## src/rtl/exc_sequencer_if.sv

```systemverilog
// Request/strobe bundle between the pipeline and the exception sequencer.
// The sequencer side uses the slave modport; the pipeline/control side uses master.
interface exc_sequencer_if #(
    parameter int IRQ_NUM = 4
);
    logic               ill_req;
    logic               trap_req;
    logic               rfi_req;
    logic [IRQ_NUM-1:0] irq;
    logic               psr_ie;
    logic               pipe_idle;
    logic               flush;
    logic               ill_inst;
    logic               trap;
    logic               irq_take;
    logic               rfi;
    logic [3:0]         cause;
    logic [IRQ_NUM-1:0] pending;
    logic               busy;
    logic [1:0]         state_dbg;

    modport master (
        output ill_req, trap_req, rfi_req, irq, psr_ie, pipe_idle,
        input  flush, ill_inst, trap, irq_take, rfi, cause, pending, busy, state_dbg
    );

    modport slave (
        input  ill_req, trap_req, rfi_req, irq, psr_ie, pipe_idle,
        output flush, ill_inst, trap, irq_take, rfi, cause, pending, busy, state_dbg
    );
endinterface

```

## src/rtl/exc_sequencer.sv

```systemverilog
// Exception/interrupt sequencer: prioritise one event, drain the pipe, then
// issue a single control-register strobe followed by one settle cycle.
module exc_sequencer #(
    parameter int IRQ_NUM   = 4,
    parameter int DRAIN_MAX = 15
) (
    input  logic           clk,
    input  logic           rst,
    exc_sequencer_if.slave bus
);
    typedef enum logic [1:0] {S_IDLE, S_DRAIN, S_FIRE, S_SETTLE} state_t;
    typedef enum logic [1:0] {EV_ILL, EV_TRAP, EV_IRQ, EV_RFI} event_t;

    state_t             r_state;
    event_t             r_event;
    logic [3:0]         r_cnt;
    logic [3:0]         r_cause;
    logic [2:0]         r_irq_idx;
    logic [IRQ_NUM-1:0] r_irq_prev;
    logic [IRQ_NUM-1:0] r_pending;
    logic               r_busy;
    logic               r_ill;
    logic               r_trap;
    logic               r_take;
    logic               r_rfi;

    logic               w_sel_valid;
    event_t             w_sel_event;
    logic [3:0]         w_sel_cause;
    logic [2:0]         w_irq_idx;
    logic               w_irq_any;
    logic [IRQ_NUM-1:0] w_rise;
    logic [IRQ_NUM-1:0] w_clr;

    // Lowest pending index wins: scan downwards so the last hit is the smallest.
    always_comb begin
        w_irq_idx = '0;
        w_irq_any = 1'b0;
        for (int i = IRQ_NUM - 1; i >= 0; i--) begin
            if (r_pending[i]) begin
                w_irq_idx = 3'(i);
                w_irq_any = 1'b1;
            end
        end
    end

    always_comb begin
        w_sel_valid = 1'b1;
        w_sel_event = EV_ILL;
        w_sel_cause = 4'h3;
        if (bus.ill_req) begin
            w_sel_event = EV_ILL;
            w_sel_cause = 4'h3;
        end else if (bus.trap_req) begin
            w_sel_event = EV_TRAP;
            w_sel_cause = 4'h5;
        end else if (bus.psr_ie && w_irq_any) begin
            w_sel_event = EV_IRQ;
            w_sel_cause = 4'h8 | {1'b0, w_irq_idx};
        end else if (bus.rfi_req) begin
            w_sel_event = EV_RFI;
            w_sel_cause = 4'h1;
        end else begin
            w_sel_valid = 1'b0;
        end
        if (r_state != S_IDLE) w_sel_valid = 1'b0;
    end

    assign w_rise = bus.irq & ~r_irq_prev;
    assign w_clr  = r_take ? (IRQ_NUM'(1) << r_irq_idx) : '0;

    // A new rising edge on the bit being taken survives the clear.
    always_ff @(posedge clk or posedge rst) begin
        if (rst) begin
            r_irq_prev <= '0;
            r_pending  <= '0;
        end else begin
            r_irq_prev <= bus.irq;
            r_pending  <= (r_pending & ~w_clr) | w_rise;
        end
    end

    always_ff @(posedge clk or posedge rst) begin
        if (rst) begin
            r_state   <= S_IDLE;
            r_event   <= EV_ILL;
            r_cnt     <= '0;
            r_cause   <= '0;
            r_irq_idx <= '0;
            r_busy    <= 1'b0;
            r_ill     <= 1'b0;
            r_trap    <= 1'b0;
            r_take    <= 1'b0;
            r_rfi     <= 1'b0;
        end else begin
            r_ill  <= 1'b0;
            r_trap <= 1'b0;
            r_take <= 1'b0;
            r_rfi  <= 1'b0;
            case (r_state)
                S_IDLE: begin
                    if (w_sel_valid) begin
                        r_state   <= S_DRAIN;
                        r_busy    <= 1'b1;
                        r_event   <= w_sel_event;
                        r_cause   <= w_sel_cause;
                        r_irq_idx <= w_irq_idx;
                        r_cnt     <= '0;
                    end
                end
                S_DRAIN: begin
                    if (bus.pipe_idle || (r_cnt == 4'(DRAIN_MAX))) begin
                        r_state <= S_FIRE;
                        case (r_event)
                            EV_ILL:  r_ill  <= 1'b1;
                            EV_TRAP: r_trap <= 1'b1;
                            EV_IRQ:  r_take <= 1'b1;
                            EV_RFI:  r_rfi  <= 1'b1;
                            default: r_ill  <= 1'b0;
                        endcase
                    end else begin
                        r_cnt <= r_cnt + 4'd1;
                    end
                end
                S_FIRE: begin
                    r_state <= S_SETTLE;
                end
                S_SETTLE: begin
                    r_state <= S_IDLE;
                    r_busy  <= 1'b0;
                    r_cnt   <= '0;
                end
                default: begin
                    r_state <= S_IDLE;
                    r_busy  <= 1'b0;
                end
            endcase
        end
    end

    // flush leads busy by one cycle so younger instructions die in the selecting cycle.
    assign bus.flush     = r_busy | w_sel_valid;
    assign bus.busy      = r_busy;
    assign bus.ill_inst  = r_ill;
    assign bus.trap      = r_trap;
    assign bus.irq_take  = r_take;
    assign bus.rfi       = r_rfi;
    assign bus.cause     = r_cause;
    assign bus.pending   = r_pending;
    assign bus.state_dbg = r_state;
endmodule

```

## src/flat_wrapper.sv

```systemverilog
// flat-port wrapper written by rule: the top's interface ports become plain ports
module exc_sequencer_flat 
#(
    parameter int IRQ_NUM   = 4,
    parameter int DRAIN_MAX = 15
)
  (clk, rst, bus_ill_req, bus_trap_req, bus_rfi_req, bus_irq, bus_psr_ie, bus_pipe_idle, bus_flush, bus_ill_inst, bus_trap, bus_irq_take, bus_rfi, bus_cause, bus_pending, bus_busy, bus_state_dbg);
  exc_sequencer_if #(.IRQ_NUM(IRQ_NUM)) bus_i ();
  input  logic clk;
  input  logic rst;
  input wire logic [$bits(bus_i.ill_req)-1:0] bus_ill_req;
  input wire logic [$bits(bus_i.trap_req)-1:0] bus_trap_req;
  input wire logic [$bits(bus_i.rfi_req)-1:0] bus_rfi_req;
  input wire logic [$bits(bus_i.irq)-1:0] bus_irq;
  input wire logic [$bits(bus_i.psr_ie)-1:0] bus_psr_ie;
  input wire logic [$bits(bus_i.pipe_idle)-1:0] bus_pipe_idle;
  output wire logic [$bits(bus_i.flush)-1:0] bus_flush;
  output wire logic [$bits(bus_i.ill_inst)-1:0] bus_ill_inst;
  output wire logic [$bits(bus_i.trap)-1:0] bus_trap;
  output wire logic [$bits(bus_i.irq_take)-1:0] bus_irq_take;
  output wire logic [$bits(bus_i.rfi)-1:0] bus_rfi;
  output wire logic [$bits(bus_i.cause)-1:0] bus_cause;
  output wire logic [$bits(bus_i.pending)-1:0] bus_pending;
  output wire logic [$bits(bus_i.busy)-1:0] bus_busy;
  output wire logic [$bits(bus_i.state_dbg)-1:0] bus_state_dbg;
  assign bus_i.ill_req = bus_ill_req;
  assign bus_i.trap_req = bus_trap_req;
  assign bus_i.rfi_req = bus_rfi_req;
  assign bus_i.irq = bus_irq;
  assign bus_i.psr_ie = bus_psr_ie;
  assign bus_i.pipe_idle = bus_pipe_idle;
  assign bus_flush = bus_i.flush;
  assign bus_ill_inst = bus_i.ill_inst;
  assign bus_trap = bus_i.trap;
  assign bus_irq_take = bus_i.irq_take;
  assign bus_rfi = bus_i.rfi;
  assign bus_cause = bus_i.cause;
  assign bus_pending = bus_i.pending;
  assign bus_busy = bus_i.busy;
  assign bus_state_dbg = bus_i.state_dbg;
  exc_sequencer #(.IRQ_NUM(IRQ_NUM), .DRAIN_MAX(DRAIN_MAX)) u_core (.clk(clk), .rst(rst), .bus(bus_i));
endmodule
```

## config.mk

```make
export PLATFORM = sky130hd
export DESIGN_NAME = exc_sequencer_flat
export DESIGN_NICKNAME = d
export VERILOG_FILES = /design/src/rtl/exc_sequencer_if.sv /design/src/rtl/exc_sequencer.sv /design/src/flat_wrapper.sv
export SDC_FILE = /design/constraint.sdc
export NUM_CORES = 1
export LEC_CHECK = 0
export CORE_MARGIN = 1
export CORE_UTILIZATION = 50
export CTS_CLUSTER_DIAMETER = 50
export DETAILED_ROUTE_END_ITERATION = 6
export PLACE_DENSITY = 0.79
export RECOVER_POWER = 100
export SYNTH_ARGS = -nofsm -noshare
export SYNTH_HDL_FRONTEND = slang
export SYNTH_SLANG_ARGS = --single-unit
export TNS_END_PERCENT = 20
```

## constraint.sdc

```tcl
create_clock -name clk -period 4.5 [get_ports clk]
set_input_delay 0.9 -clock clk [delete_from_list [all_inputs] [get_ports clk]]
set_output_delay 0.9 -clock clk [all_outputs]
set_load 0.01 [all_outputs]
```

# Word level (Yosys, flattened, before mapping)
# Index checks and enable logic that the tools add are counted.
[op_classes]
add_sub_neg = 1
eq_ne = 10
n_shift = 1
n_mux = 42
n_bitwise = 6
reduce_logical = 11
[op_table]
columns = ["operator", "count"]
rows = [
  ["two-way mux 4 bit", 6],
  ["two-way mux 1 bit", 22],
  ["two-way mux 2 bit", 8],
  ["one-hot mux 4 bit (3 select lines)", 1],
  ["two-way mux 3 bit", 3],
  ["AND 4 bit", 2],
  ["equality test 2 bit, second input constant", 4],
  ["NOT 4 bit", 2],
  ["one-hot mux 2 bit (4 select lines)", 1],
  ["AND reduction 2 bit", 3],
  ["adder 4 x 1 -> 4 bit, second input constant", 1],
  ["equality test 2 x 1 -> 1 bit, second input constant", 2],
  ["equality test 4 bit, second input constant", 1],
  ["logical NOT 2 bit", 2],
  ["inequality test 2 x 1 -> 1 bit, second input constant", 2],
  ["bitwise OR 4 bit", 1],
  ["nonzero test 2 bit", 2],
  ["<< shifter 1 x 3 -> 4 bit, first input constant", 1],
  ["AND reduction 3 bit", 1],
  ["nonzero test 3 bit", 1],
  ["inequality test 2 bit, second input constant", 1],
  ["one-hot mux 1 bit (2 select lines)", 1],
  ["logical AND 1 bit", 1],
  ["logical OR 1 bit", 1],
  ["bitwise OR 1 bit", 1],
]
[totals]
regBits = 28
inputBits = 11

# Depth between registers and ports, before layout
[depth]
ltp_word = 11
ltp_mapped = 6

# Least setup slack after synthesis
# No wires, ideal clock.
[synth_path]
path_kind = "input -> output"
startpoint = "input bus_psr_ie"
endpoint = "output bus_flush"
arrival_time_ns = 1.529
path_slack_ns = 2.071
stages = 3
path_buffers = 0
path_cell_list = "o41a_1 > o41ai_4 > nand2b_1"
[synth_via]
elab_chain_len = 6
[synth_lines]
columns = ["element", "line_no", "source"]
rows = [
  ["start: declaration", "flat_wrapper.sv:15", "input wire logic [$bits(bus_i.psr_ie)-1:0] bus_psr_ie;"],
  ["logical AND 1 bit", "exc_sequencer.sv:57", "end else if (bus.psr_ie && w_irq_any) begin"],
  ["two-way mux 1 bit", "exc_sequencer.sv:57", ""],
  ["two-way mux 1 bit", "exc_sequencer.sv:54", "end else if (bus.trap_req) begin"],
  ["two-way mux 1 bit", "exc_sequencer.sv:51", "if (bus.ill_req) begin"],
  ["two-way mux 1 bit", "exc_sequencer.sv:66", "if (r_state != S_IDLE) w_sel_valid = 1'b0;"],
  ["bitwise OR 1 bit", "exc_sequencer.sv:142", "assign bus.flush = r_busy | w_sel_valid;"],
  ["end: declaration", "flat_wrapper.sv:17", "output wire logic [$bits(bus_i.flush)-1:0] bus_flush;"],
]
# No other way between the ends.

# Final worst setup path
[layout_path]
startpoint = "input bus_trap_req"
endpoint = "output bus_flush"
[layout_via]
elab_chain_len = 4
[layout_lines]
columns = ["element", "line_no", "source"]
rows = [
  ["start: declaration", "flat_wrapper.sv:12", "input wire logic [$bits(bus_i.trap_req)-1:0] bus_trap_req;"],
  ["two-way mux 1 bit", "exc_sequencer.sv:54", ""],
  ["two-way mux 1 bit", "exc_sequencer.sv:51", ""],
  ["two-way mux 1 bit", "exc_sequencer.sv:66", ""],
  ["bitwise OR 1 bit", "exc_sequencer.sv:142", ""],
]
# No other way between the ends.

==> run metrics <==
Seq/Total Area, Yosys 0.522; grt ovf 0; Fillers 210; Total Wirelength 2600 um; cts bufs inserted 3; # clock sinks 27; vias in the first global route between 900 and 1000; Max Transition Viols Final 0; Power Density around 510 mW/mm^2; post-layout minimum cycle time approximately 3.7 ns; setup bufs post-CTS 0; CP endpoint kind primary output; CP arrival 2.80 ns; Crit Path Max Fanout 7; final clock skew ~0.0056 ns; Setup CP Type input port to primary output; DRT iter0 DRCs 28; FMAX 271 MHz; total placed cells including tap cells 181; outcome complete, no violations; PortBufs 26; initial core utilization 0.527; Via density 5.52; period utilization 0.821; DR pass1 iterations 4; Post-DP HPWL 1930 um; CTS tree built; Critical Path, Cell by Cell dlygate4sd3_1 > o41ai_4 > nand2b_1 > dlygate4sd3_1; maximum number of pins on one net before global-route repair 28; Antenna Violating Nets Remaining 0; TNS Setup 0 ns; Worst path slowest cell dlygate4sd3_1; wire per inst 14.0 um; Clock Path Buffers 2; CTS resizes 0; Startpoint Class input port; Critical path buffers and inverters 2; Ports 27; via count 1021; layout cells sized above 1 0.0645; Yosys Warn Count 0; DRC 0; slew of the pin with the lowest slew margin 1.01 ns; Gate Count Post-Synth around 130; Die Wd between 50 and 60 um; Die Y-Extent ~53 um; Overall Power 0.000821 W; CP required 3.60 ns; Diodes inserted 0; GRT Util Overall 0.207; htree depth 1; CP most frequent cell dlygate4sd3_1; final non-filler cell total 185; hold buffer count at CTS 0; core area 0.00245 mm^2; Net count, final 172; CP peak stage delay 0.65 ns; Hold Vio Cnt, Final 0; Max-slew headroom 0.327; Cell variety after synth 34; first-pass GRT wire length approximately 4200 um; Synthesized Nets 143; Final setup viols 0; CP top delay family buffers and inverters; Yosys reg bits 27; Worst Hold Class flip-flop to flip-flop; Die Area roughly 0.0028 mm^2; Mean Syn Cell Area approximately 10 um^2; Skew-Pair Late Insertion Delay 0.32 ns; Leakage Power 0.711 nW; GP Congestion ~0.80; root buffer cell clkbuf_4; Final Core Density 0.653; area grow syn2layout 23.9%; Max Cap Violations 0; RSZ-0062 raised after global routing no; cell area after synthesis approximately 0.0013 mm^2; number of cell rows 18; Worst-path clk slew roughly 0.14 ns; initial antenna violation count 0; worst supply voltage drop on vdd ~0.43 mV
-- power by group --
| part | internal, W | switching (W) | total (W) |
|---|---|---|---|
| logic | 0.000172 | 0.000183 | 0.000355 |
| registers | 0.000306 | 0.0000560 | 0.000362 |
| clock network | 0.0000333 | 0.0000711 | 0.000104 |
| total | 0.000511 | 0.000310 | 0.000821 |
-- path summary, 6_finish.rpt --
kind                                                     start                              end  slack (ns)  cells after the start
min in group asynchronous                                  rst  u_core.bus.cause[3]$_DFFE_PP0P_        1.24                      2
max                                               bus_trap_req                        bus_flush        0.80                      4
max reg2reg                u_core.bus.state_dbg[1]$_DFFE_PP0P_      u_core.r_cnt[3]$_DFFE_PP0P_        2.57                      5
min                             u_core.r_irq_prev[3]$_DFF_PP0_  u_core.bus.pending[3]$_DFF_PP0_        0.43                      1
min reg2reg                     u_core.r_irq_prev[3]$_DFF_PP0_  u_core.bus.pending[3]$_DFF_PP0_        0.43                      1
max in group asynchronous                                  rst  u_core.bus.pending[1]$_DFF_PP0_        2.66                      2
-- per-stage QoR --
| stage | worst slack (ns) | cell area [um^2] | hold slack [ns] |
|---|---|---|---|
| floorplan | 2.07 | 1290 | 0.400 |
| global route | 0.674 | 1600 | 0.465 |
| global placement | 1.02 | 1580 | 0.407 |
| CTS | 1.00 | 1610 | 0.434 |
| finish | 0.804 | 1600 | 0.434 |
| detailed placement | 1.01 | 1580 | 0.415 |
-- layer usage --
layer  global-route usage  up-vias  wire length (um)
met3               0.0345        2                93
met5                    0        -                 0
met4               0.0570        0                14
met2                0.378       21              1320
li1                     -      507                 -
met1                0.249      491              1170
-- layout by cell type, fill, tap and decap left out, types with 2 or more instances in the layout --
master / synthesis / final
clkbuf_4: 0 / 3
clkdlybuf4s50_1: 0 / 2
o211ai_1: 1 / 2
nor2_1: 7 / 7
ha_1: 5 / 5
nand2_1: 13 / 13
inv_1: 13 / 13
a21oi_1: 7 / 7
dlygate4sd3_1: 0 / 24
nand2b_1: 3 / 3
o21a_1: 2 / 2
nor3_1: 2 / 2
o31ai_1: 4 / 4
nor2b_1: 2 / 2
and3_1: 2 / 2
nand3_1: 5 / 5
o21ai_0: 15 / 15
dfrtp_1: 27 / 27
-- registers in the layout, summed over array words and instances, names as in the netlist --
signal                flops
u_core.bus.busy           1
u_core.bus.cause          4
u_core.bus.ill_inst       1
u_core.bus.irq_take       1
u_core.bus.pending        4
u_core.bus.rfi            1
u_core.bus.state_dbg      2
u_core.bus.trap           1
u_core.r_cnt              4
u_core.r_event            2
u_core.r_irq_idx          2
u_core.r_irq_prev         4
-- Yosys cell counts, drive strengths merged --
cell	number	share of area
a21oi	7	0.027
and3	3	0.018
and4b	1	0.0077
buf	1	0.0058
clkbuf	1	0.0029
dfrtp	27	0.52
ha	5	0.048
inv	13	0.038
mux2i	1	0.0077
nand2	13	0.038
nand2b	3	0.015
nand3	5	0.019
nand4b	1	0.0068
nor2	7	0.020
nor2b	2	0.0097
nor3	2	0.0077
nor3b	1	0.0058
nor4	1	0.0048
o211ai	2	0.015
o21a	2	0.012
o21ai	15	0.058
o21bai	1	0.0058
o22ai	1	0.0048
o31a	1	0.0077
o31ai	4	0.023
o41a	1	0.0087
o41ai	3	0.041
or2	1	0.0048
or3b	1	0.0087
or4	1	0.0058
-- final cells by class --
type / instances / area, um^2 / area share
Tap cell: 30 / 37.5 / 0.0234
Inverter: 13 / 48.8 / 0.0304
Clock inverter: 1 / 5.00 / 0.00312
Sequential cell: 27 / 676 / 0.422
Clock buffer: 3 / 22.5 / 0.0141
Multi-Input combinational cell: 85 / 553 / 0.345
Timing Repair Buffer: 26 / 260 / 0.162
-- logic make-up after synthesis --
kind of cell             synth area share
AO/OA/AOI/OAI                       0.203
adder cells (fa/ha/maj)            0.0484
buffers and inverters              0.0464
flip-flops                          0.522
multiplexers                      0.00774
AND/OR/NAND/NOR                     0.172
Note: power is estimated with default switching activity, not from simulation.
==> RTL change 1, RTL diff (same flow settings) <==
Re-encode `event_t` (4 values) as one-hot, 4 bits wide.
--- a/src/rtl/exc_sequencer.sv
+++ b/src/rtl/exc_sequencer.sv
@@ -9,7 +9,7 @@
     exc_sequencer_if.slave bus
 );
     typedef enum logic [1:0] {S_IDLE, S_DRAIN, S_FIRE, S_SETTLE} state_t;
-    typedef enum logic [1:0] {EV_ILL, EV_TRAP, EV_IRQ, EV_RFI} event_t;
+    typedef enum logic [3:0] {EV_ILL = 4'b0001, EV_TRAP = 4'b0010, EV_IRQ = 4'b0100, EV_RFI = 4'b1000} event_t;
 
     state_t             r_state;
     event_t             r_event;
Behaviour: no difference found for any inputs over 10 cycles, from zero or initial values and one cycle with rst high; not proved beyond that.
==> RTL change 1 against the unedited design <==
  * Register-to-register slack got worse by 620 ps
  * First-iteration DRC count is 21% lower
  * Routed wire length rose by 3.6%
  * Area after synthesis up 1.5%
  * Fmax fell by 5.4%
  * Cell area is the same
  * Critical path type unchanged
  * Total power fell by 1.9%
  * Sequential cell count stayed put
  * Worst setup slack worse by 210 ps
  * Clock skew rose by 2.1 ps
  * Global-route usage rose by 1.6 points
==> RTL change 1: results (changes against the unedited design) <==
| Metric | Value |
|---|---|
| Number of antenna diodes | 0 (unchanged) |
| R2r setup slk | 1950 ps (was 2570 ps) |
| 1st-pass router iterations | 4 (unchanged) |
| Cells on worst reg2reg path | 6 (was 5) |
| First-pass GRT wire length | 4420 um (was 4200 um) |
| Hold path endpoint | u_core.bus.pending[0]$_DFF_PP0_ (was u_core.bus.pending[3]$_DFF_PP0_) |
| Final GP Congestion | 0.826 (was 0.796) |
| Top post-synthesis cells by area | dfrtp_1 50%, ha_1 5.7%, o21ai_0 4.6% (was dfrtp_1 52%, o21ai_0 5.8%, ha_1 4.8%) |
| Max rail drop VDD | 0.311 mV (was 0.434 mV) |
| Detailed placer's ending HPWL | 2060 um (was 1930 um) |
| Wire per inst | 14.8 um (was 14.0 um) |
| CTS H-tree depth | 1 (unchanged) |
| Setup Skew | 7.63 ps (was 5.56 ps) |
| Global Route Usage Sum | 22.3% (was 20.7%) |
| Worst-margin pin slew | 983 ps (was 1010 ps) |
| Hold Startpoint | u_core.r_irq_prev[0]$_DFF_PP0_ (was u_core.r_irq_prev[3]$_DFF_PP0_) |
| CTS Buf Count | 3 (unchanged) |
| Static Leakage | 0.000739 uW (was 0.000711 uW) |
| Critical path's slowest cell | o41ai_4 (was dlygate4sd3_1) |
| FF-to-FF Start | u_core.bus.state_dbg[1]$_DFFE_PP0P_ (unchanged) |
| Distinct cells, synth | 35 (was 34) |
| Worst hold stages | 1 (unchanged) |
| CTS root buf | clkbuf_4 (unchanged) |
| Proportion of layout cells with a drive suffix above 1 | 6.58% (was 6.45%) |
| Place WS | 819 ps (was 1010 ps) |
| Family with the most delay on the worst path | buffers and inverters (unchanged) |
| CTS Buffer Depth | 2 (unchanged) |
| Crit Path Max Fanout | 12 (was 7) |
| Iteration-0 DRC Markers | 22 (was 28) |
| Layout Nets | 170 (was 172) |
| Syn nets | 142 (was 143) |
| Vias in the first global route | 988 (was 973) |
| Share of the yosys chip area belonging to registers | 51.5% (was 52.2%) |
| Arr. time, crit path | 3010 ps (was 2800 ps) |
| Clk slew on worst S/H paths | 140 ps (about the same) |
| Hold Worst Slack | 431 ps (was 434 ps) |
| Most frequent cells after synthesis | 26 x dfrtp_1, 12 x o21ai_0, 11 x inv_1, 10 x nand2_1, 9 x nor2_1 (was 27 x dfrtp_1, 15 x o21ai_0, 13 x inv_1, 13 x nand2_1) |
| Setup WS post-layout | 591 ps (was 804 ps) |
| FF-to-FF End | u_core.r_cnt[3]$_DFFE_PP0P_ (unchanged) |
| Slowest stage delay, CP | 720 ps (was 650 ps) |
| Outcome | finished, final reports clean (unchanged) |
| IO Port Bufs | 26 (unchanged) |
[RTL change 1: stage by stage]
step | cells | cell area (sq um)
6_report | 182 | 1600
5_1_grt | 182 | 1600
4_1_cts | 182 | 1620
3_5_place_dp | 178 | 1590
3_3_place_gp | 178 | 1590
2_1_floorplan | 125 | 1310
[RTL change 1: metal layers]
| layer | up-vias | global-route usage (%) | part of all wire [%] |
|---|---|---|---|
| li1 | 493 | - | - |
| met1 | 502 | 25.3 | 43 |
| met2 | 21 | 41.0 | 53 |
| met3 | 5 | 3.45 | 2.7 |
| met4 | 0 | 8.77 | 1.3 |
| met5 | - | 0 | 0 |
[RTL change 1: power breakdown]
part / switching (uW) / internal (uW) / total (uW)
combinational: 179 / 162 / 341
sequential: 54.1 / 303 / 357
clock: 72.9 / 33.4 / 106
[RTL change 1: worst max-delay path by stage]
stage	cells after the start	startpoint	slack (ps)	end
global placement	4	bus_ill_req	880	bus_flush
CTS	4	bus_ill_req	820	bus_flush
finish	4	bus_ill_req	590	bus_flush
global route	4	bus_ill_req	510	bus_flush
floorplan	3	bus_psr_ie	2200	bus_flush
detailed placement	4	bus_ill_req	820	bus_flush
[RTL change 1: final cells by class]
type,instances,area [sq um]
Sequential cell,27,677
Clock inverter,1,5.00
Clock buffer,3,22.5
Multi-Input combinational cell,84,559
Tap cell,30,37.5
Timing Repair Buffer,26,260
Fill cell,209,875
Inverter,11,41.3
[RTL change 1: logic make-up (layout without fill, tap and decap cells)]
logic type | Yosys count | in the layout | synth area share [%]
buffers and inverters | 14 | 41 | 4.86
flip-flops | 27 | 27 | 51.5
adder cells (fa/ha/maj) | 6 | 6 | 5.71
AND/OR/NAND/NOR | 43 | 43 | 18.3
AO/OA/AOI/OAI | 35 | 35 | 19.6
[RTL change 1: worst reg2reg max path: stages (launching register included)]
cell	delay (ps)
dfrtp_1	440
inv_1	140
ha_1	320
or3b_1	430
nor3_1	720
nor4_1	110
a211o_1	300
==> RTL change 2, RTL diff (same flow settings) <==
Without the edit above. `IRQ_NUM` is set to 4 in 3 places; all go to 5.
--- a/src/rtl/exc_sequencer_if.sv
+++ b/src/rtl/exc_sequencer_if.sv
@@ -1,7 +1,7 @@
 // Request/strobe bundle between the pipeline and the exception sequencer.
 // The sequencer side uses the slave modport; the pipeline/control side uses master.
 interface exc_sequencer_if #(
-    parameter int IRQ_NUM = 4
+    parameter int IRQ_NUM = 5
 );
     logic               ill_req;
     logic               trap_req;
--- a/src/rtl/exc_sequencer.sv
+++ b/src/rtl/exc_sequencer.sv
@@ -1,7 +1,7 @@
 // Exception/interrupt sequencer: prioritise one event, drain the pipe, then
 // issue a single control-register strobe followed by one settle cycle.
 module exc_sequencer #(
-    parameter int IRQ_NUM   = 4,
+    parameter int IRQ_NUM   = 5,
     parameter int DRAIN_MAX = 15
 ) (
     input  logic           clk,
--- a/src/flat_wrapper.sv
+++ b/src/flat_wrapper.sv
@@ -1,7 +1,7 @@
 // flat-port wrapper written by rule: the top's interface ports become plain ports
 module exc_sequencer_flat 
 #(
-    parameter int IRQ_NUM   = 4,
+    parameter int IRQ_NUM   = 5,
     parameter int DRAIN_MAX = 15
 )
   (clk, rst, bus_ill_req, bus_trap_req, bus_rfi_req, bus_irq, bus_psr_ie, bus_pipe_idle, bus_flush, bus_ill_inst, bus_trap, bus_irq_take, bus_rfi, bus_cause, bus_pending, bus_busy, bus_state_dbg);
Ports: changed (resized bus_irq and bus_pending); port bits go from 27 to 29. The function was not compared with the original's and may differ.
==> RTL change 2 against the unedited design <==
  * Routed wire length grew 0.92%
  * Worst setup slack worse by 160 ps
  * Count of clock-buffer cells in the layout up 4
  * Cell area increased by 7.2%
  * Sequential cell count grew 3
  * Total power rose by 4.4%
  * Final cell count is 1.6% higher
  * Sequential power rose by 3%
  * First-iteration DRC count shrank 61%
  * Critical path depth increased by 2
  * Register-to-register slack worse by 160 ps
  * Via count fell by 2.0%
  * Area after synthesis up 5.6%
  * Highest routed layer is now met3
==> RTL change 2: results (changes against the unedited design) <==
| Metric | Value |
|---|---|
| CTS Buffer Depth | 2 (unchanged) |
| Worst-Skew Late Latency | 310 ps |
| Rows | 18 (unchanged) |
| Top post-synthesis cells by area | dfrtp_1 55%, inv_1 4.9%, ha_1 4.6% (was dfrtp_1 52%, o21ai_0 5.8%, ha_1 4.8%) |
| Static Leakage | 0.000808 uW (was 0.000711 uW) |
| Syn nets | 140 (was 143) |
| Setup Skew | 6.68 ps (was 5.56 ps) |
| Largest net degree at the start of global routing | 31 (was 28) |
| Max_slew headroom | 27.0% (was 32.7%) |
| Placement Cell Area | 1680 sq um (was 1580 sq um) |
| Vias in the first global route | 927 (was 973) |
| Final GP Congestion | 0.779 (was 0.796) |
| Cts repair resizes | 0 (unchanged) |
| Clk slew on worst S/H paths | 90 ps (was 140 ps) |
| Post-synth EDFFs | 0 (unchanged) |
| Initial antenna violation count | 0 (unchanged) |
| Most frequent cells after synthesis | 30 x dfrtp_1, 18 x inv_1, 7 x o21ai_0, 6 x nand2_1 (was 27 x dfrtp_1, 15 x o21ai_0, 13 x inv_1, 13 x nand2_1) |
| CTS Buf Count | 5 (was 3) |
| Global Route Usage Sum | 20.5% (was 20.7%) |
| Number of antenna diodes | 0 (unchanged) |
| Share of the yosys chip area belonging to registers | 54.9% (was 52.2%) |
| Layout Nets | 174 (was 172) |
| Crit Path Max Fanout | 7 (unchanged) |
| Place WS | 928 ps (was 1010 ps) |
| Iteration-0 DRC Markers | 11 (was 28) |
| Outcome | finished, final reports clean (unchanged) |
| CTS H-tree depth | 2 (was 1) |
| Max rail drop VDD | 0.306 mV (was 0.434 mV) |
| CTS root buf | clkbuf_4 (unchanged) |
| Drt total wl | 2620 um (was 2600 um) |
| Hold WC Path Type | reg2reg (unchanged) |
| Proportion of layout cells with a drive suffix above 1 | 6.96% (was 6.45%) |
| Detailed placer's ending HPWL | 2020 um (was 1930 um) |
| First-pass GRT wire length | 4130 um (was 4200 um) |
| DR vias/cell | 5.32 (was 5.52) |
| Distinct cells, synth | 36 (was 34) |
| Ys async rst share | 100% (unchanged) |
| Ys Warns | 0 (unchanged) |
| IO Port Bufs | 28 (was 26) |
## RTL change 2: cell count changes in the layout (fill, tap and decap cells not counted), sizes merged, moves of 3 or more
| cell | before | now |
|---|---|---|
| o41ai | 3 | 0 |
| dfrtp | 27 | 30 |
| o21ai | 15 | 7 |
| o22ai | 1 | 4 |
| inv | 13 | 18 |
| nand2 | 13 | 6 |
| mux2 | 0 | 5 |
| clkbuf | 3 | 8 |
## RTL change 2: critical path: stages
cell and delay (ps):
dlygate4sd3_1 590, nor2_1 120, a21oi_1 170, o31a_1 300, or2_2 270, dlygate4sd3_1 600
## RTL change 2: cell type report
type / count / area, sq um
repair buffers: 29 / 284
inverters: 18 / 67.6
multi-input cells: 73 / 518
clock buffers: 7 / 55.1
fillers: 216 / 805
flip-flops and latches: 30 / 751
clock inverters: 1 / 5.00
well taps: 30 / 37.5
## RTL change 2: where the power goes
part           leakage, uW  total, uW  switching (uW)  internal [uW]
clock            0.0000353        161            85.4           75.6
sequential        0.000362        373            45.2            328
combinational     0.000411        323             160            163
## RTL change 2: per-layer routing
layer	vias up	track usage, %	part of all wire, %	wire length, um
met5	-	0	0	0
li1	500	-	-	-
met4	0	7.69	0	0
met3	0	5.00	4.9	128
met1	472	25.9	45	1180
met2	29	33.9	50	1310
## RTL change 2: path summary, 6_finish.rpt
kind,slack (ps),start,end,depth (start not counted)
setup / recovery,640,bus_rfi_req,bus_flush,6
max in group asynchronous,2550,rst,u_core.r_irq_prev[1]$_DFF_PP0_,2
hold / removal,420,u_core.r_irq_prev[3]$_DFF_PP0_,u_core.bus.pending[3]$_DFF_PP0_,1
min in group asynchronous,1300,rst,u_core.bus.cause[1]$_DFFE_PP0P_,2
hold reg to reg,420,u_core.r_irq_prev[3]$_DFF_PP0_,u_core.bus.pending[3]$_DFF_PP0_,1
setup reg to reg,2410,u_core.bus.pending[2]$_DFF_PP0_,u_core.bus.cause[2]$_DFFE_PP0P_,5
## RTL change 2: cells by family (layout without fill, tap and decap cells)
group,count (synthesis),in the layout,synth area share [%]
muxes,7,7,6.41
xor gates and xnor gates,1,1,0.641
adders and majority gates,5,5,4.58
AOI/OAI and AO/OA,30,30,14.7
and+or+nand+nor,30,30,12.6
buffers and inverters,20,55,6.04
DFF,30,30,54.9
## RTL change 2: metrics by stage
stage               instances  total power (uW)  util [%]
floorplan                 123               597         -
global placement          180               720      66.5
detailed placement        180               736      66.5
CTS                       188               899      68.8
global route              188               916      68.1
finish                    188               857      68.1
